<file path="src/rtl/lcd_pkg.sv">
// lcd_pkg: shared definitions for the character LCD controller.
//   - HD44780 command constants (8-bit interface)
//   - controller and bus-transaction state enums
//   - helpers: DDRAM row address command, display-control word, init command table
package lcd_pkg;

  localparam logic [7:0] FUNC_SET_8B2L = 8'h38;
  localparam logic [7:0] DISP_CTRL     = 8'h08;
  localparam logic [7:0] DISP_ON       = 8'h04;
  localparam logic [7:0] CLEAR         = 8'h01;
  localparam logic [7:0] ENTRY_INC     = 8'h06;
  localparam logic [7:0] SET_DDRAM     = 8'h80;

  typedef enum logic [2:0] {
    ST_POWERUP, ST_INIT, ST_IDLE, ST_CTRL, ST_ROWADDR, ST_CHAR, ST_DONE
  } lcd_state_e;

  typedef enum logic [1:0] {
    XF_IDLE, XF_SETUP, XF_PULSE, XF_WAIT
  } xfer_phase_e;

  function automatic int max2(input int a, input int b);
    return (a > b) ? a : b;
  endfunction

  // Rows 2/3 of a 4-line module continue rows 0/1 at offset COLS.
  function automatic logic [7:0] row_addr_cmd(input int row, input int cols);
    logic [7:0] base;
    case (row)
      0:       base = 8'h00;
      1:       base = 8'h40;
      2:       base = 8'(cols);
      default: base = 8'(8'h40 + cols);
    endcase
    return SET_DDRAM | base;
  endfunction

  function automatic logic [7:0] disp_ctrl_cmd(input logic cursor, input logic blink);
    return DISP_CTRL | DISP_ON | {6'b0, cursor, blink};
  endfunction

  function automatic logic [7:0] init_cmd(input logic [1:0] idx);
    case (idx)
      2'd0:    return FUNC_SET_8B2L;
      2'd1:    return DISP_CTRL | DISP_ON;
      2'd2:    return CLEAR;
      default: return ENTRY_INC;
    endcase
  endfunction

endpackage

</file>
<file path="src/rtl/lcd_bus_xfer.sv">
// lcd_bus_xfer: one LCD write transaction with bus timing.
//   start      - load rs/data and begin a transaction (setup cycle follows)
//   rs, data   - register select and data byte for the write
//   wait_long  - use CLR_WAIT_CYC instead of CMD_WAIT_CYC after E falls
//   E, RS, DB  - LCD pins; RS/DB held from setup through the end of the wait
//   xfer_done  - high in the last wait cycle; a start in that cycle chains
//                the next write with no idle gap
module lcd_bus_xfer
  import lcd_pkg::*;
#(
  parameter int E_PULSE_CYC  = 25,
  parameter int CMD_WAIT_CYC = 2500,
  parameter int CLR_WAIT_CYC = 82000,
  parameter int CW           = 18
) (
  input  logic       clk,
  input  logic       reset,
  input  logic       start,
  input  logic       rs,
  input  logic [7:0] data,
  input  logic       wait_long,
  output logic       E,
  output logic       RS,
  output logic [7:0] DB,
  output logic       xfer_done
);

  xfer_phase_e   phase;
  logic [CW-1:0] cnt;
  logic          long_q;
  logic [CW-1:0] wait_last;

  assign wait_last = long_q ? CW'(CLR_WAIT_CYC - 1) : CW'(CMD_WAIT_CYC - 1);
  assign xfer_done = (phase == XF_WAIT) && (cnt == wait_last);

  always_ff @(posedge clk or negedge reset) begin
    if (!reset) begin
      phase  <= XF_IDLE;
      cnt    <= '0;
      long_q <= 1'b0;
      E      <= 1'b0;
      RS     <= 1'b0;
      DB     <= 8'h00;
    end else if (start) begin
      phase  <= XF_SETUP;
      cnt    <= '0;
      long_q <= wait_long;
      E      <= 1'b0;
      RS     <= rs;
      DB     <= data;
    end else begin
      case (phase)
        XF_SETUP: begin
          phase <= XF_PULSE;
          E     <= 1'b1;
          cnt   <= '0;
        end
        XF_PULSE: begin
          if (cnt == CW'(E_PULSE_CYC - 1)) begin
            phase <= XF_WAIT;
            E     <= 1'b0;
            cnt   <= '0;
          end else begin
            cnt <= cnt + 1'b1;
          end
        end
        XF_WAIT: begin
          if (xfer_done) phase <= XF_IDLE;
          else           cnt   <= cnt + 1'b1;
        end
        default: ;
      endcase
    end
  end

endmodule

</file>
<file path="src/rtl/lcd_text_ctrl.sv">
// lcd_text_ctrl: HD44780-class character LCD controller, 8-bit write-only bus.
//   clk, reset          - clock, asynchronous active-low reset
//   ASCII               - ROWS*COLS text, row-major, index 0 = row 0 col 0
//   update_req          - level refresh request, sampled in IDLE only
//   cursor_on, blink_on - display-control options, sampled with the request
//   busy, done          - busy from init/accept until done; done is one cycle
//   E, RS, RW, DB       - LCD pins (RW tied low)
// Sequencing only; bus timing lives in lcd_bus_xfer.
module lcd_text_ctrl
  import lcd_pkg::*;
#(
  parameter int ROWS         = 2,
  parameter int COLS         = 16,
  parameter int POWERUP_CYC  = 750000,
  parameter int E_PULSE_CYC  = 25,
  parameter int CMD_WAIT_CYC = 2500,
  parameter int CLR_WAIT_CYC = 82000,
  parameter int AUTO_REFRESH = 0
) (
  input  logic                       clk,
  input  logic                       reset,
  input  logic [0:ROWS*COLS-1][7:0]  ASCII,
  input  logic                       update_req,
  input  logic                       cursor_on,
  input  logic                       blink_on,
  output logic                       busy,
  output logic                       done,
  output logic                       E,
  output logic                       RS,
  output logic                       RW,
  output logic [7:0]                 DB
);

  localparam int N    = ROWS * COLS;
  localparam int MAXW = max2(max2(POWERUP_CYC, E_PULSE_CYC), max2(CMD_WAIT_CYC, CLR_WAIT_CYC));
  localparam int CW   = $clog2(MAXW) + 1;
  localparam int IW   = (N > 1) ? $clog2(N) : 1;
  localparam int RWD  = (ROWS > 1) ? $clog2(ROWS) : 1;
  localparam int CLW  = (COLS > 1) ? $clog2(COLS) : 1;

  generate
    if (!(ROWS == 1 || ROWS == 2 || ROWS == 4)) begin : g_bad_rows
      $error("lcd_text_ctrl: ROWS must be 1, 2 or 4");
    end
    if (COLS < 1 || (ROWS <= 2 && COLS > 40) || (ROWS == 4 && COLS > 20)) begin : g_bad_cols
      $error("lcd_text_ctrl: COLS out of range for ROWS");
    end
  endgenerate

  lcd_state_e             state, nstate;
  logic [CW-1:0]          pu_cnt;
  logic [1:0]             init_idx;
  logic [RWD-1:0]         row_q;
  logic [CLW-1:0]         col_q;
  logic [IW-1:0]          idx_q, nxt_idx;
  logic [0:N-1][7:0]      text_q;

  logic       accept, pu_last, last_col, last_row;
  logic       x_start, x_rs, x_wait_long, xfer_done;
  logic [7:0] x_data;

  assign accept   = (state == ST_IDLE) && (update_req || (AUTO_REFRESH != 0));
  assign pu_last  = (pu_cnt == CW'(POWERUP_CYC - 1));
  assign last_col = (col_q == CLW'(COLS - 1));
  assign last_row = (row_q == RWD'(ROWS - 1));
  assign nxt_idx  = idx_q + 1'b1;
  assign RW       = 1'b0;

  // Only the clear command needs the long post-write wait.
  assign x_wait_long = !x_rs && (x_data == CLEAR);

  lcd_bus_xfer #(
    .E_PULSE_CYC (E_PULSE_CYC),
    .CMD_WAIT_CYC(CMD_WAIT_CYC),
    .CLR_WAIT_CYC(CLR_WAIT_CYC),
    .CW          (CW)
  ) u_xfer (
    .clk      (clk),
    .reset    (reset),
    .start    (x_start),
    .rs       (x_rs),
    .data     (x_data),
    .wait_long(x_wait_long),
    .E        (E),
    .RS       (RS),
    .DB       (DB),
    .xfer_done(xfer_done)
  );

  always_ff @(posedge clk or negedge reset) begin
    if (!reset) state <= ST_POWERUP;
    else        state <= nstate;
  end

  always_comb begin
    nstate = state;
    case (state)
      ST_POWERUP: if (pu_last) nstate = ST_INIT;
      ST_INIT:    if (xfer_done && init_idx == 2'd3) nstate = ST_IDLE;
      ST_IDLE:    if (accept) nstate = ST_CTRL;
      ST_CTRL:    if (xfer_done) nstate = ST_ROWADDR;
      ST_ROWADDR: if (xfer_done) nstate = ST_CHAR;
      ST_CHAR:    if (xfer_done && last_col) nstate = last_row ? ST_DONE : ST_ROWADDR;
      ST_DONE:    nstate = ST_IDLE;
      default:    nstate = ST_POWERUP;
    endcase
  end

  // Each write is launched in the cycle the previous one finishes, so the
  // launching state supplies the *next* word. The control word is built from
  // the live cursor/blink inputs in the accepting cycle; the bus unit latches
  // it at the same edge that snapshots the text.
  always_comb begin
    x_start = 1'b0;
    x_rs    = 1'b0;
    x_data  = 8'h00;
    busy    = 1'b1;
    done    = 1'b0;
    case (state)
      ST_POWERUP: if (pu_last) begin
        x_start = 1'b1;
        x_data  = init_cmd(2'd0);
      end
      ST_INIT: if (xfer_done && init_idx != 2'd3) begin
        x_start = 1'b1;
        x_data  = init_cmd(init_idx + 2'd1);
      end
      ST_IDLE: begin
        busy = accept;
        if (accept) begin
          x_start = 1'b1;
          x_data  = disp_ctrl_cmd(cursor_on, blink_on);
        end
      end
      ST_CTRL: if (xfer_done) begin
        x_start = 1'b1;
        x_data  = row_addr_cmd(0, COLS);
      end
      ST_ROWADDR: if (xfer_done) begin
        x_start = 1'b1;
        x_rs    = 1'b1;
        x_data  = text_q[idx_q];
      end
      ST_CHAR: if (xfer_done) begin
        if (!last_col) begin
          x_start = 1'b1;
          x_rs    = 1'b1;
          x_data  = text_q[nxt_idx];
        end else if (!last_row) begin
          x_start = 1'b1;
          x_data  = row_addr_cmd(int'(row_q) + 1, COLS);
        end
      end
      ST_DONE: begin
        busy = 1'b0;
        done = 1'b1;
      end
      default: ;
    endcase
  end

  // idx_q runs row-major across the whole buffer; row/col only mark row ends.
  always_ff @(posedge clk or negedge reset) begin
    if (!reset) begin
      pu_cnt   <= '0;
      init_idx <= '0;
      row_q    <= '0;
      col_q    <= '0;
      idx_q    <= '0;
      text_q   <= '0;
    end else begin
      if (state == ST_POWERUP) pu_cnt <= pu_cnt + 1'b1;
      if (state == ST_INIT && xfer_done) init_idx <= init_idx + 2'd1;
      if (accept) begin
        text_q <= ASCII;
        row_q  <= '0;
        col_q  <= '0;
        idx_q  <= '0;
      end
      if (state == ST_CHAR && xfer_done) begin
        idx_q <= nxt_idx;
        if (last_col) begin
          col_q <= '0;
          row_q <= row_q + 1'b1;
        end else begin
          col_q <= col_q + 1'b1;
        end
      end
    end
  end

endmodule

</file>
<file path="config.mk">
export PLATFORM = sky130hd
export DESIGN_NAME = lcd_text_ctrl
export DESIGN_NICKNAME = d
export VERILOG_FILES = /design/src/rtl/lcd_pkg.sv /design/src/rtl/lcd_bus_xfer.sv /design/src/rtl/lcd_text_ctrl.sv
export SDC_FILE = /design/constraint.sdc
export NUM_CORES = 1
export LEC_CHECK = 0
export BUFFER_PORTS_ARGS = -buffer_cell sky130_fd_sc_hd__buf_2
export CORE_MARGIN = 4
export CORE_UTILIZATION = 30
export DETAILED_ROUTE_END_ITERATION = 10
export SETUP_SLACK_MARGIN = 0.4
export SYNTH_ARGS = -nofsm -noshare
export SYNTH_HDL_FRONTEND = slang
export SYNTH_SLANG_ARGS = --single-unit
</file>
<file path="constraint.sdc">
create_clock -name clk -period 7.8 [get_ports clk]
set_input_delay 0.78 -clock clk [delete_from_list [all_inputs] [get_ports clk]]
set_output_delay 0.78 -clock clk [all_outputs]
set_load 0.005 [all_outputs]
</file>
==> flow_metrics.tcl <==
set metrics [dict create \
    syn_inst 1787 \
    crit_start "idx_q[0]" \
    status "finished clean" \
    p_leak_nw 10.6 \
    htreeDepth 2 \
    die_area_sq_um 62800 \
    multiInputGateArea_sq_um 8960 \
    final-seq-area_sq_um 8170 \
    finalCritPeriodShare_pct 51.4 \
    grt_start_max_net_pins 155 \
    grt_setup_unrepaired "no" \
    drt-total-wl_mm 58.8 \
    async_flop_share_pct 100 \
    avgSynthCellArea_sq_um 9.87 \
    worst_path_largest_cell_delay_ns 0.84 \
    synth_area_sq_um 17600 \
    cts_sinks 326 \
    clock.fmax_ghz 0.249 \
    ctsResizeCount 0 \
    die_x_um 251 \
    antenna_left 0 \
    yosysUniqueCellTypes 60 \
    grt_pass1_vias 14767 \
    synth_area_leaders "dfrtp_1, mux4_2, nand2_1" \
    drt_iter0_drc 1230 \
    final_cells 2799 \
    finalWeightedCongestion 0.904 \
    crit_chain "buf_4 > ha_4 > mux4_2 > mux4_2 > nor2b_1 > a211oi_1 > a2bb2oi_1 > o21ai_0" \
    fin_util_pct 36.4 \
    io_pins 274 \
    std_cell_rows 88 \
    worstSkewPairLatency_ns 0.56 \
    yosysSeqAreaShare_pct 46.2 \
    drc 0 \
    via_per_inst 5.18 \
    relSlewSlack_pct 24.5 \
    die_h_um 251 \
    place_ws_ns 3.77 \
    clock-root-buffer "clkbuf_16" \
    vias 14512 \
    port_buffers 272 \
    yosysWarningCount 0 \
    worst_slew_pin_slew_ns 1.13 \
    power_per_cell_area_nw_per_um2 180 \
    antenna_found_initial 2 \
    dp_hpwl_mm 44.1 \
    synth_top_area_share_pct 46.2 \
    cp_data_required_time_ns 8.23 \
    path_clk_slew_ns 0.06 \
    whs_ns 0.290 \
    max-cap-violations 0 \
    post_cts_buffers 0 \
    ys.flop_type "dfrtp_1" \
    ir_drop_uv 127 \
    synth_fp_nets 2061 \
    core_area_sq_um 57900 \
    start_kind "flip-flop" \
    layout_min_cycle_time_ns 4.01 \
    yosys.area.top_type "dfrtp_1" \
    cts_tree "done" \
    setup_viol 0 \
    setup_ws_ns 3.79 \
    fill_cells 5894 \
    final_net_count 2275 \
    ctsHoldBuffers 0 \
    finalSetupTns_ns 0 \
    slew_violations 0 \
    fin_skew_ns 0.0277 \
    crit_fanout 65 \
    grt_pass1_wl_mm 90.3 \
    synth_edf_count 0 \
    hold_viol 0 \
    dp.cells 2725 \
    start_util_pct 30.5 \
    dr.pass1.iters 5 \
    area_delta_synth_final_pct 19.5 \
    endpoint_kind "flip-flop" \
    numCtsBuffers 39 \
    worstPathArrival_ns 4.44 \
    ys_ff_latch 326 \
    final_layout_size_suffix_gt1_share_pct 25.7 \
    regToRegStartpoint "idx_q[0]" \
    path_common_cell "mux4_2" \
    detail_route.wl_per_cell_um 21.0 \
    grt.total_usage_pct 18.4 \
    critPathKind "flip-flop to flip-flop" \
    final_common_cell "nand2_1" \
    cpMaxStageDelayCell "ha_4" \
    hp-class "input port to asynchronous set/reset pin" \
    grt_overflow_total 0 \
    mostFrequentLayoutCells "nand2_1, dfrtp_1, buf_2" \
    clock_path_buffers 3 \
]
## power by group
part	switching [mW]	internal, mW
Sequential	0	1.69
Clock	0.757	1.24
Combinational	0.0630	0.0487
Total	0.820	2.98
## synthesized netlist by cell type (all sizes together), types with 5 or more instances
master,count
nand3,29
a21oi,19
o21ai,49
and3,10
clkbuf,74
nor3,15
xnor2,17
a22o,5
mux4,149
xor2,9
nor3b,7
nor2b,9
or3,12
mux2,6
ha,13
and2,9
nor4,7
a22oi,6
buf,39
nand2,821
a211o,5
inv,22
mux2i,31
nor2,27
a211oi,5
nand4,20
dfrtp,326
## cell type report
| type | count | share of cell area (%) |
|---|---|---|
| Timing Repair Buffer | 286 | 7.06 |
| Clock inverter | 20 | 1.48 |
| Clock buffer | 52 | 5.25 |
| Multi-Input combinational cell | 1326 | 42.5 |
| Sequential cell | 326 | 38.7 |
| Tap cell | 765 | 4.54 |
| Inverter | 22 | 0.392 |
| Antenna cell | 2 | 0.0237 |
## final timing paths
kind | to | slack [ns] | depth (start not counted)
min | text_q[112] | 0.29 | 1
min in group clk | text_q[244] | 0.41 | 3
max in group asynchronous | state[2] | 6.00 | 2
min reg2reg | pu_cnt[20] | 0.49 | 1
max | u_xfer.DB[7] | 3.79 | 8
max reg2reg | u_xfer.DB[7] | 3.79 | 8
## state kept, by name, indices dropped and copies added, names as in the netlist
name / count
text_q: 256
pu_cnt: 21
u_xfer.cnt: 21
u_xfer.DB: 8
idx_q: 5
col_q: 4
state: 3
init_idx: 2
u_xfer.phase: 2
last_row: 1
u_xfer.E: 1
u_xfer.RS: 1
u_xfer.long_q: 1
## stage by stage
step                instance area (sq um)  power, mW
global route                        21100       3.93
floorplan                           17600       1.72
detailed placement                  19700       1.84
CTS                                 21100       3.84
finish                              21100       3.80
global placement                    19700       1.83
## layer usage
metal | global-route usage (%) | up-vias | part of all wire [%]
met5 | 0 | - | 0.012
li1 | - | 6551 | -
met1 | 25.9 | 7263 | 44
met3 | 3.88 | 106 | 7.1
met2 | 28.1 | 590 | 45
met4 | 6.94 | 2 | 3.7
## worst max-delay path: cells and delay by family (launching register included)
family,cells,cell delay [ns]
muxes,2,0.89
adders and majority gates,1,0.84
DFF,1,0.70
buffers and inverters,1,0.66
AOI/OAI and AO/OA,3,0.60
and+or+nand+nor,1,0.15
## kinds of logic (layout without fill, tap and decap cells)
kind of cell	count (synthesis)	count (layout)	share of synthesized area, %
AOI/OAI and AO/OA	115	115	4.07
xor gates and xnor gates	26	26	1.29
adders and majority gates	13	13	0.922
buffers and inverters	135	380	3.27
DFF	326	326	46.2
muxes	186	186	21.2
other	1	3	0.0213
and+or+nand+nor	985	985	23.0
Note: power is estimated with default switching activity, not from simulation.
